File: config.mk
export PLATFORM = sky130hd
export DESIGN_NAME = divider24by12
export DESIGN_NICKNAME = d
export VERILOG_FILES = /design/src/rtl/divider24by12.sv
export SDC_FILE = /design/constraint.sdc
export NUM_CORES = 1
export LEC_CHECK = 0
export BUFFER_PORTS_ARGS = -buffer_cell sky130_fd_sc_hd__buf_4
export CAP_MARGIN = 20
export CORE_AREA = 5 5 131 83
export DETAILED_ROUTE_END_ITERATION = 6
export DIE_AREA = 0 0 136 88
export PLACE_DENSITY = 0.75
export SLEW_MARGIN = 20
export SYNTH_ARGS = -nofsm -noshare
export SYNTH_HDL_FRONTEND = slang
export SYNTH_SLANG_ARGS = --single-unit
File: constraint.sdc
create_clock -name clk -period 2 [get_ports clk]
set_input_delay 0.4 -clock clk [delete_from_list [all_inputs] [get_ports clk]]
set_output_delay 0.4 -clock clk [all_outputs]
set_load 0.01 [all_outputs]
File: src/rtl/divider24by12.sv
// Restoring 24/12 divider, one quotient bit per clock: result 24 edges after accept (1 edge for a zero divisor).
// No backpressure: ready is low while busy, start is ignored then, and results hold until the next accepted start.
module divider24by12 (
    input  logic        clk,
    input  logic        rst_n,
    input  logic        start,
    input  logic [23:0] dividend,
    input  logic [11:0] divisor,
    output logic        ready,
    output logic        valid,
    output logic [23:0] quotient,
    output logic [11:0] remainder,
    output logic        div_zero
);

    typedef enum logic [1:0] {IDLE, BUSY, ZERO} state_t;

    state_t      state;
    // Dividend bits leave at the MSB while quotient bits enter at the LSB.
    logic [23:0] work;
    logic [11:0] dvs;
    logic [11:0] prem;
    logic [4:0]  cnt;

    logic [12:0] trial;
    logic        fits;
    logic [11:0] prem_nxt;

    // The 13-bit trial can never overflow the compare; after a subtract it is below the divisor again.
    always_comb begin
        trial    = {prem, work[23]};
        fits     = (trial >= {1'b0, dvs});
        prem_nxt = fits ? 12'(trial - {1'b0, dvs}) : trial[11:0];
    end

    always_ff @(posedge clk or negedge rst_n) begin
        if (!rst_n) begin
            state     <= IDLE;
            work      <= '0;
            dvs       <= '0;
            prem      <= '0;
            cnt       <= '0;
            ready     <= 1'b1;
            valid     <= 1'b0;
            quotient  <= '0;
            remainder <= '0;
            div_zero  <= 1'b0;
        end else begin
            case (state)
                IDLE: begin
                    if (start) begin
                        work     <= dividend;
                        dvs      <= divisor;
                        prem     <= '0;
                        cnt      <= '0;
                        valid    <= 1'b0;
                        div_zero <= 1'b0;
                        ready    <= 1'b0;
                        state    <= (divisor == 12'd0) ? ZERO : BUSY;
                    end
                end
                BUSY: begin
                    prem <= prem_nxt;
                    work <= {work[22:0], fits};
                    cnt  <= cnt + 5'd1;
                    if (cnt == 5'd23) begin
                        quotient  <= {work[22:0], fits};
                        remainder <= prem_nxt;
                        valid     <= 1'b1;
                        ready     <= 1'b1;
                        cnt       <= '0;
                        state     <= IDLE;
                    end
                end
                ZERO: begin
                    quotient  <= 24'hFFFFFF;
                    remainder <= work[11:0];
                    div_zero  <= 1'b1;
                    valid     <= 1'b1;
                    ready     <= 1'b1;
                    state     <= IDLE;
                end
                default: state <= IDLE;
            endcase
        end
    end

endmodule

---- After elaboration in Yosys (flattened, before gate mapping) ----
Index checks and enable logic that the tools add are counted.
cells by class
  add/subtract/negate cells ............... 2
  $lt $le $gt $ge ......................... 1
  eq/ne operators ......................... 5
  multiplexer cells ....................... 20
  reductions and logical operators ........ 12
operators by type and width
  cell                                                                   count
  24-bit one-hot mux with 2 select lines                                 2
  24-bit two-way mux                                                     2
  12-bit one-hot mux with 2 select lines                                 2
  12-bit two-way mux                                                     3
  13-bit by 12-bit greater-or-equal comparator with 1-bit output         1
  12-bit logical NOT                                                     1
  12-bit subtractor                                                      1
  5-bit two-way mux                                                      2
  5-bit one-hot mux with 2 select lines                                  1
  2-bit AND reduction                                                    5
  2-bit two-way mux                                                      3
  2-bit nonzero test                                                     3
  5-bit by 1-bit adder with 5-bit output, second input constant          1
  5-bit equality test, second input constant                             1
  2-bit != test, second input constant                                   2
  2-bit one-hot mux with 2 select lines                                  1
  1-bit one-hot mux with 3 select lines                                  1
  3-bit AND reduction                                                    1
  3-bit nonzero test                                                     1
  2-bit by 1-bit equality test with 1-bit output, second input constant  1
  2-bit equality test, second input constant                             1
  2-bit logical NOT                                                      1
  1-bit two-way mux                                                      2
  1-bit one-hot mux with 2 select lines                                  1
word-level totals
  register bits after elaboration ......... 94
  input bits .............................. 39
  output and inout bits ................... 39
  logic and storage cells ................. 50

---- Logic depth before layout (Yosys ltp) ----
Gate-level depths: netlist of run 1.
  depth in word-level cells ............... 4
  mapped depth ............................ 10
  depth with buffers taken out ............ 10

---- Worst setup path after synthesis of run 1 ----
Ideal clock, no wire load.
  path type ............................... register to register
  from .................................... register dvs[1]
  to ...................................... register remainder[6]
  setup time .............................. 0.135 ns
  arrival ................................. 1.997 ns
  setup slack ............................. -0.132 ns
  stages on the path, launching flop included .. 11
  period minus slack after synthesis ...... 2.132 ns
  path through ............................ dfrtp_1 inv_1 ha_1 nor2b_1 o31ai_2 a31oi_2 o211ai_2 a21oi_4 buf_12 mux2i_1 o211ai_1
between the ends
  longest elaborated chain between the ends .. 4
ends and longest elaborated chain
  what                                                                                                 line    source
  start, declared                                                                                      21      logic [11:0] dvs;
  start signal, assigned                                                                               53      dvs <= divisor;
  12-bit subtractor or 13-bit by 12-bit greater-or-equal comparator with 1-bit output (tied branches)  33, 32
  12-bit two-way mux *                                                                                 33      prem_nxt = fits ? 12'(trial - {1'b0, dvs}) : trial[11:0];
  12-bit two-way mux *                                                                                 66      if (cnt == 5'd23) begin
  12-bit one-hot mux with 2 select lines *                                                             49      case (state)
  end signal, assigned                                                                                 68      remainder <= prem_nxt;
  end signal, assigned                                                                                 77      remainder <= work[11:0];
  end, declared                                                                                        12      output logic [11:0] remainder,
Every way passes the cells marked *; elsewhere a longest branch is shown, timed or not. The select of a mux whose other input is x is not followed.
A chain may end at the register's enable or synchronous reset.

---- Final worst setup path of run 1 ----
  from .................................... register dvs[0]
  to ...................................... register prem[8]
between the ends
  longest elaborated chain between the ends .. 3
ends and longest elaborated chain
  what                                                                                                 line    source
  12-bit subtractor or 13-bit by 12-bit greater-or-equal comparator with 1-bit output (tied branches)  33, 32
  12-bit two-way mux *                                                                                 33
  12-bit one-hot mux with 2 select lines *                                                             49
  end signal, assigned                                                                                 63      prem <= prem_nxt;
  end, declared                                                                                        22      logic [11:0] prem;
Every way passes the cells marked *; elsewhere a longest branch is shown, timed or not.

==> flow_metrics.tcl, run 1 <==
set metrics [dict create \
    tritoncts "yes" \
    slew_headroom 0.682 \
    rsz0062_at_grt "yes" \
    period_share 1.15 \
    syn_to_final_growth_pct 37.5 \
    drt_iter0_markers 274 \
    final_common_cell "buf_4" \
    syn_inst 485 \
    die_h_um 88 \
    synth_fa_ha_area_frac 0.0492 \
    wire_per_inst_um 16.8 \
    yosys_warnings 0 \
    tns_ns -5.63 \
    final_util 0.680 \
    insertion_delay_ns 0.34 \
    outcome "complete, but fails checks" \
    layout-drive-gt1-share 0.348 \
    hold_start "divisor[5]" \
    reg2reg_from "dvs[0]" \
    layout_setup_ws_ns -0.291 \
    critPathLaunchType "register" \
    async_reset_ff_frac 1.00 \
    yosysTopAreaCellShare 0.492 \
    clkTransAtPathRegs_ns 0.07 \
    synth_compound_area_frac 0.153 \
    cts_buffer_depth 2 \
    grt_pass1_wl_um 20400 \
    synth_area_leaders "dfrtp_1, nand2_1, mux2i_1, o21ai_0, ha_1" \
    dp_hpwl_um 8890 \
    finClkSkew_ns 0.00600 \
    vias 4007 \
    antenna_left 0 \
    cts_sinks 94 \
    violations "setup timing" \
    gp_congestion 0.812 \
    crit_start "dvs[0]" \
    powerDensity_mw_per_mm2 1470 \
    cp-end-kind "register" \
    max_freq_mhz 437 \
    avgSynthCellArea_sq_um 9.75 \
    drc 0 \
    ys_ff_latch 94 \
    cts_buffers 9 \
    crit_type "register to register" \
    final-instance-count-excl-fill 747 \
    wirelength_um 12600 \
    setup_viol_count_final 26 \
    hold_violations 0 \
    ys.flop_type "dfrtp_1" \
    max_cap_violations 0 \
    boundaryPins 78 \
    first_pass_iters 4 \
    yosysSeqAreaShare 0.498 \
    finalNetCount 664 \
    core-area_sq_mm 0.00956 \
    detail_route.vias_per_cell 5.36 \
    cts_root_buf "clkbuf_16" \
    fin_crit_ns 2.29 \
    die_area_sq_mm 0.0120 \
    grt_pass1_vias 4114 \
    cts_max_level 3 \
    grt_max_degree 53 \
    synth-simple-area-share 0.134 \
    hold_path_class "input pin to register" \
    n_antenna_cell 0 \
    worstMarginPinSlew_ns 0.471 \
    synth_mux_area_frac 0.115 \
    grt_use_total 0.219 \
    synth_xor_area_frac 0.0130 \
    start_util 0.494 \
    place_inst 716 \
    vdd_drop_max_v 0.000754 \
    syn-num-nets 542 \
    critical_path_arrival_ns 2.56 \
    critPathMaxFanout 3 \
    rows 28 \
    p_leak_nw 3.11 \
    worstPathRequired_ns 2.27 \
    synth_top_cell_by_area "dfrtp_1" \
    synth_edf_count 0 \
    syn-cell-area_sq_mm 0.00473 \
    synth_cell_types 44 \
    mostFrequentLayoutCells "buf_4, nand2_1, dfrtp_1" \
    synth_top_family_by_area "compound AO/OA/AOI/OAI gates" \
    antenna_found_initial 0 \
    port_buffers 77 \
    overflow 0 \
    die_w_um 136 \
    hold_ws_ns 0.295 \
    slew_violations 0 \
]
synth_stat cells, types with 2 or more instances:
cell,instances
nand2_1,101
dfrtp_1,93
o21ai_0,62
mux2i_1,35
a21oi_1,19
clkbuf_1,19
inv_1,19
ha_1,17
mux2_2,17
nor2_1,11
o21ai_1,11
nand3_1,10
nor3_1,7
o211ai_1,7
nand2b_1,5
o21a_1,5
a21o_1,4
and3_1,4
xor2_1,4
nor4_1,3
xnor2_1,3
buf_1,2
buf_2,2
nor2b_1,2
o211ai_2,2
o31a_1,2
o31ai_1,2
stage by stage:
step                      cell area (sq um)  setup WS [ns]  total power, W
final                                  6500         -0.291         0.00957
after global placement                 5840         -0.220         0.00661
after global routing                   6500         -0.352          0.0102
after floorplan                        4800        -0.0826         0.00545
after CTS                              6290         -0.235         0.00898
after detailed placement               5840         -0.318         0.00680
where the power goes:
group	switching, W	internal [W]
clock network	0.000722	0.00100
logic	0.00239	0.00256
registers	0.000467	0.00243
logic make-up after synthesis:
| kind of cell | after synthesis |
|---|---|
| AND/OR/NAND/NOR | 149 |
| AO/OA/AOI/OAI | 122 |
| flip-flops | 94 |
| multiplexers | 52 |
| buffers and inverters | 43 |
| adder cells (fa/ha/maj) | 18 |
| XOR/XNOR | 7 |
worst max-delay path, stage by stage (launching register included):
cell	delay, ns
dfrtp_1	0.41
ha_4	0.18
fa_2	0.35
nor2b_2	0.16
o31a_1	0.29
o31ai_4	0.10
a21oi_2	0.19
xor2_1	0.29
mux2i_4	0.11
o21ai_1	0.12
sequential cells by signal (all words and copies together) (netlist names):
| register | cells |
|---|---|
| dvs | 12 |
| prem | 12 |
| cnt | 5 |
| state | 2 |
| div_zero | 1 |
| ready | 1 |
| remainder | 12 |
| quotient | 24 |
| work | 24 |
| valid | 1 |
repair_timing:
item                                    4_1_cts  5_1_grt
hold buffers                                  1        0
pin swaps                                    13       14
gates resized for setup                      30       24
cloned                                        0        1
endpoints found under the setup margin       27       52
hold endpoints to repair                     24        0
setup buffers                                 7        6
layout make-up:
class                   instances  area (sq um)
clock buffers                  12           246
clock inverters                 4          47.5
fillers                       739          3060
inverters                      19          71.3
multi-input cells             348          2480
flip-flops and latches         94          2350
well taps                     135           169
repair buffers                135          1130
layer usage:
metal	global-route usage	wire (um)
met1	0.304	5640
met3	0.0643	855
met4	0.0430	107
met2	0.348	5980
met5	0	0
final timing paths:
path | endpoint | slack (ns) | depth (start not counted)
max reg2reg | prem[8] | -0.29 | 9
min in group asynchronous | dvs[8] | 0.52 | 2
min reg2reg | quotient[14] | 0.47 | 2
max in group asynchronous | ready | 0.84 | 3
max | prem[8] | -0.29 | 9
min | dvs[5] | 0.30 | 2
Note: power is estimated with default switching activity, not from simulation.
==> run 2: changes to the inputs <==
--- a/config.mk
+++ b/config.mk
@@ -7,11 +7,12 @@
 export LEC_CHECK = 0
 export BUFFER_PORTS_ARGS = -buffer_cell sky130_fd_sc_hd__buf_4
 export CAP_MARGIN = 20
-export CORE_AREA = 5 5 131 83
+export CORE_AREA = 5 5 126 80
 export DETAILED_ROUTE_END_ITERATION = 6
-export DIE_AREA = 0 0 136 88
-export PLACE_DENSITY = 0.75
+export DIE_AREA = 0 0 131 85
+export PLACE_DENSITY = 0.77
 export SLEW_MARGIN = 20
 export SYNTH_ARGS = -nofsm -noshare
 export SYNTH_HDL_FRONTEND = slang
 export SYNTH_SLANG_ARGS = --single-unit
+export TNS_END_PERCENT = 30
==> constraint.sdc (replaced) <==
create_clock -name clk -period 2.48 [get_ports clk]
set_input_delay 0.496 -clock clk [delete_from_list [all_inputs] [get_ports clk]]
set_output_delay 0.496 -clock clk [all_outputs]
set_load 0.01 [all_outputs]
==> run 2 against run 1 <==
The run now ends clean. Routed wire length is 9.1% lower. Clock skew is 0.0052 ns higher. Hold slack worse by 0.25 ns. Flip-flop and latch count stayed put. Maximum frequency is 6.1% lower. Die area is 7.0% lower. Largest power group unchanged. Highest routed layer unchanged.
==> flow_metrics.tcl, run 2 (synthesis results as in run 1) <==
set metrics [dict create \
    n_fill_cell 722 \
    hold_buffers 0 \
    final-instance-count-excl-fill 684 \
    port_buffers 77 \
    grt_use_total 0.212 \
    antenna_found_initial 0 \
    outcome "complete, no violations" \
    drt_iter0_markers 246 \
    top_regs "quotient x24, work x24" \
    p_seq_frac 0.358 \
    detail_route.vias_per_cell 5.52 \
    cts_max_level 3 \
    worstMarginPinSlew_ns 0.611 \
    pwr-share-comb 0.444 \
    die_w_um 131 \
    multi_input_area_sq_mm 0.00230 \
    setup_viol_count_final 0 \
    finClkSkew_ns 0.0112 \
    crit_buf_inv 1 \
    p_leak_nw 2.84 \
    vias 3778 \
    p_sw_frac 0.378 \
    cts_sinks 94 \
    overflow 0 \
    crit_type "register to register" \
    grt_pass1_wl_um 18900 \
    die_area_sq_mm 0.0111 \
    hold_path_class "input pin to asynchronous set/reset pin" \
    clkTransAtPathRegs_ns 0.06 \
    clkPwrFrac 0.198 \
    insertion_delay_ns 0.34 \
    cts_buffers 9 \
    cp-end-kind "register" \
    place_inst 666 \
    slew_headroom 0.592 \
    critical_path_arrival_ns 2.64 \
    syn_to_final_growth_pct 24.3 \
    grt_pass1_vias 3851 \
    boundaryPins 78 \
    max_cap_violations 0 \
    powerDensity_mw_per_mm2 1110 \
    first_pass_iters 5 \
    total_power_w 0.00651 \
    max_freq_mhz 410 \
    layout-drive-gt1-share 0.252 \
    internal-power_w 0.00405 \
    p_switching_w 0.00246 \
    rows 27 \
    critPathLaunchType "register" \
    slew_violations 0 \
    antenna_left 0 \
    cp_cell_sequence "ha_4, a21oi_1, o21ai_0, o211ai_2, a21oi_4, buf_12, mux2i_2, o211ai_1" \
    regArea_sq_mm 0.00235 \
    period_share 0.984 \
    cts_root_buf "clkbuf_16" \
    gp_congestion 0.822 \
    vdd_drop_max_v 0.000692 \
    cts_buffer_depth 2 \
    tritoncts "yes" \
    start_util 0.534 \
    worstPathRequired_ns 2.68 \
    finalNetCount 620 \
    critPathSlowestCell "o21ai_0" \
    wirelength_um 11400 \
    tns_ns 0 \
    critPathMaxFanout 10 \
    cpLargestDelayFamily "compound AO/OA/AOI/OAI gates" \
    die_h_um 85 \
    fin_crit_ns 2.44 \
    final_common_cell "nand2_1" \
    max_stage_delay_ns 0.48 \
    wire_per_inst_um 16.7 \
    drc 0 \
    grt_max_degree 75 \
    mostFrequentLayoutCells "nand2_1, dfrtp_1, buf_4" \
    core-area_sq_mm 0.00885 \
    dp_hpwl_um 8110 \
    hold_violations 0 \
    n_antenna_cell 0 \
]
-- run 2: cell count changes in the layout (fill, tap and decap cells not counted), sizes merged --
cell / change
buf: -42
bufinv: -1
clkbuf: +1
clkinvlp: -1
dlygate4sd3: -1
-- run 2: repair_timing --
item / in CTS / in global routing
setup endpoints to repair: 0 / 19
endpoints found under the hold margin: 0 / 0
gates resized for setup: 0 / 17
setup buffers: 0 / 2
-- run 2: worst paths after layout --
kind	cells past startpoint	slack [ns]	end	from
max	8	0.04	remainder[6]	prem[5]
min	1	0.05	remainder[8]	rst_n
max reg2reg	8	0.04	remainder[6]	prem[5]
min reg2reg	2	0.47	quotient[8]	quotient[8]
max in group asynchronous	2	1.71	ready	rst_n
min in group clk	2	0.40	dvs[3]	divisor[3]
-- run 2: metrics by stage --
stage	area, sq um	hold WS [ns]	setup slack, ns	util
4_1_cts	5760	0.0457	0.0117	0.651
5_1_grt	5880	0.0534	-0.0920	0.664
2_1_floorplan	4730	0.200	0.348	-
6_report	5880	0.0467	0.0407	0.664
3_3_place_gp	5490	0.401	0.168	0.620
3_5_place_dp	5490	0.407	0.0596	0.620
-- run 2: routing by layer --
layer,global-route usage,part of all wire
met5,0,0
met3,0.0604,0.064
met4,0.0486,0.0062
met2,0.323,0.48
met1,0.300,0.45
-- run 2: final cells by class --
cell class,instances,share of cell area
Sequential cell,94,0.400
Multi-Input combinational cell,348,0.391
Clock inverter,2,0.00170
Clock buffer,14,0.0449
Tap cell,116,0.0247
Inverter,19,0.0121
Timing Repair Buffer,91,0.125
-- run 2: power groups by stage --
stage	clock, W	combinational, W	sequential (W)
after floorplan	0	0.00203	0.00223
after global placement	0	0.00248	0.00231
after detailed placement	0	0.00260	0.00233
after CTS	0.00131	0.00262	0.00231
after global routing	0.00137	0.00321	0.00238
final	0.00129	0.00289	0.00233
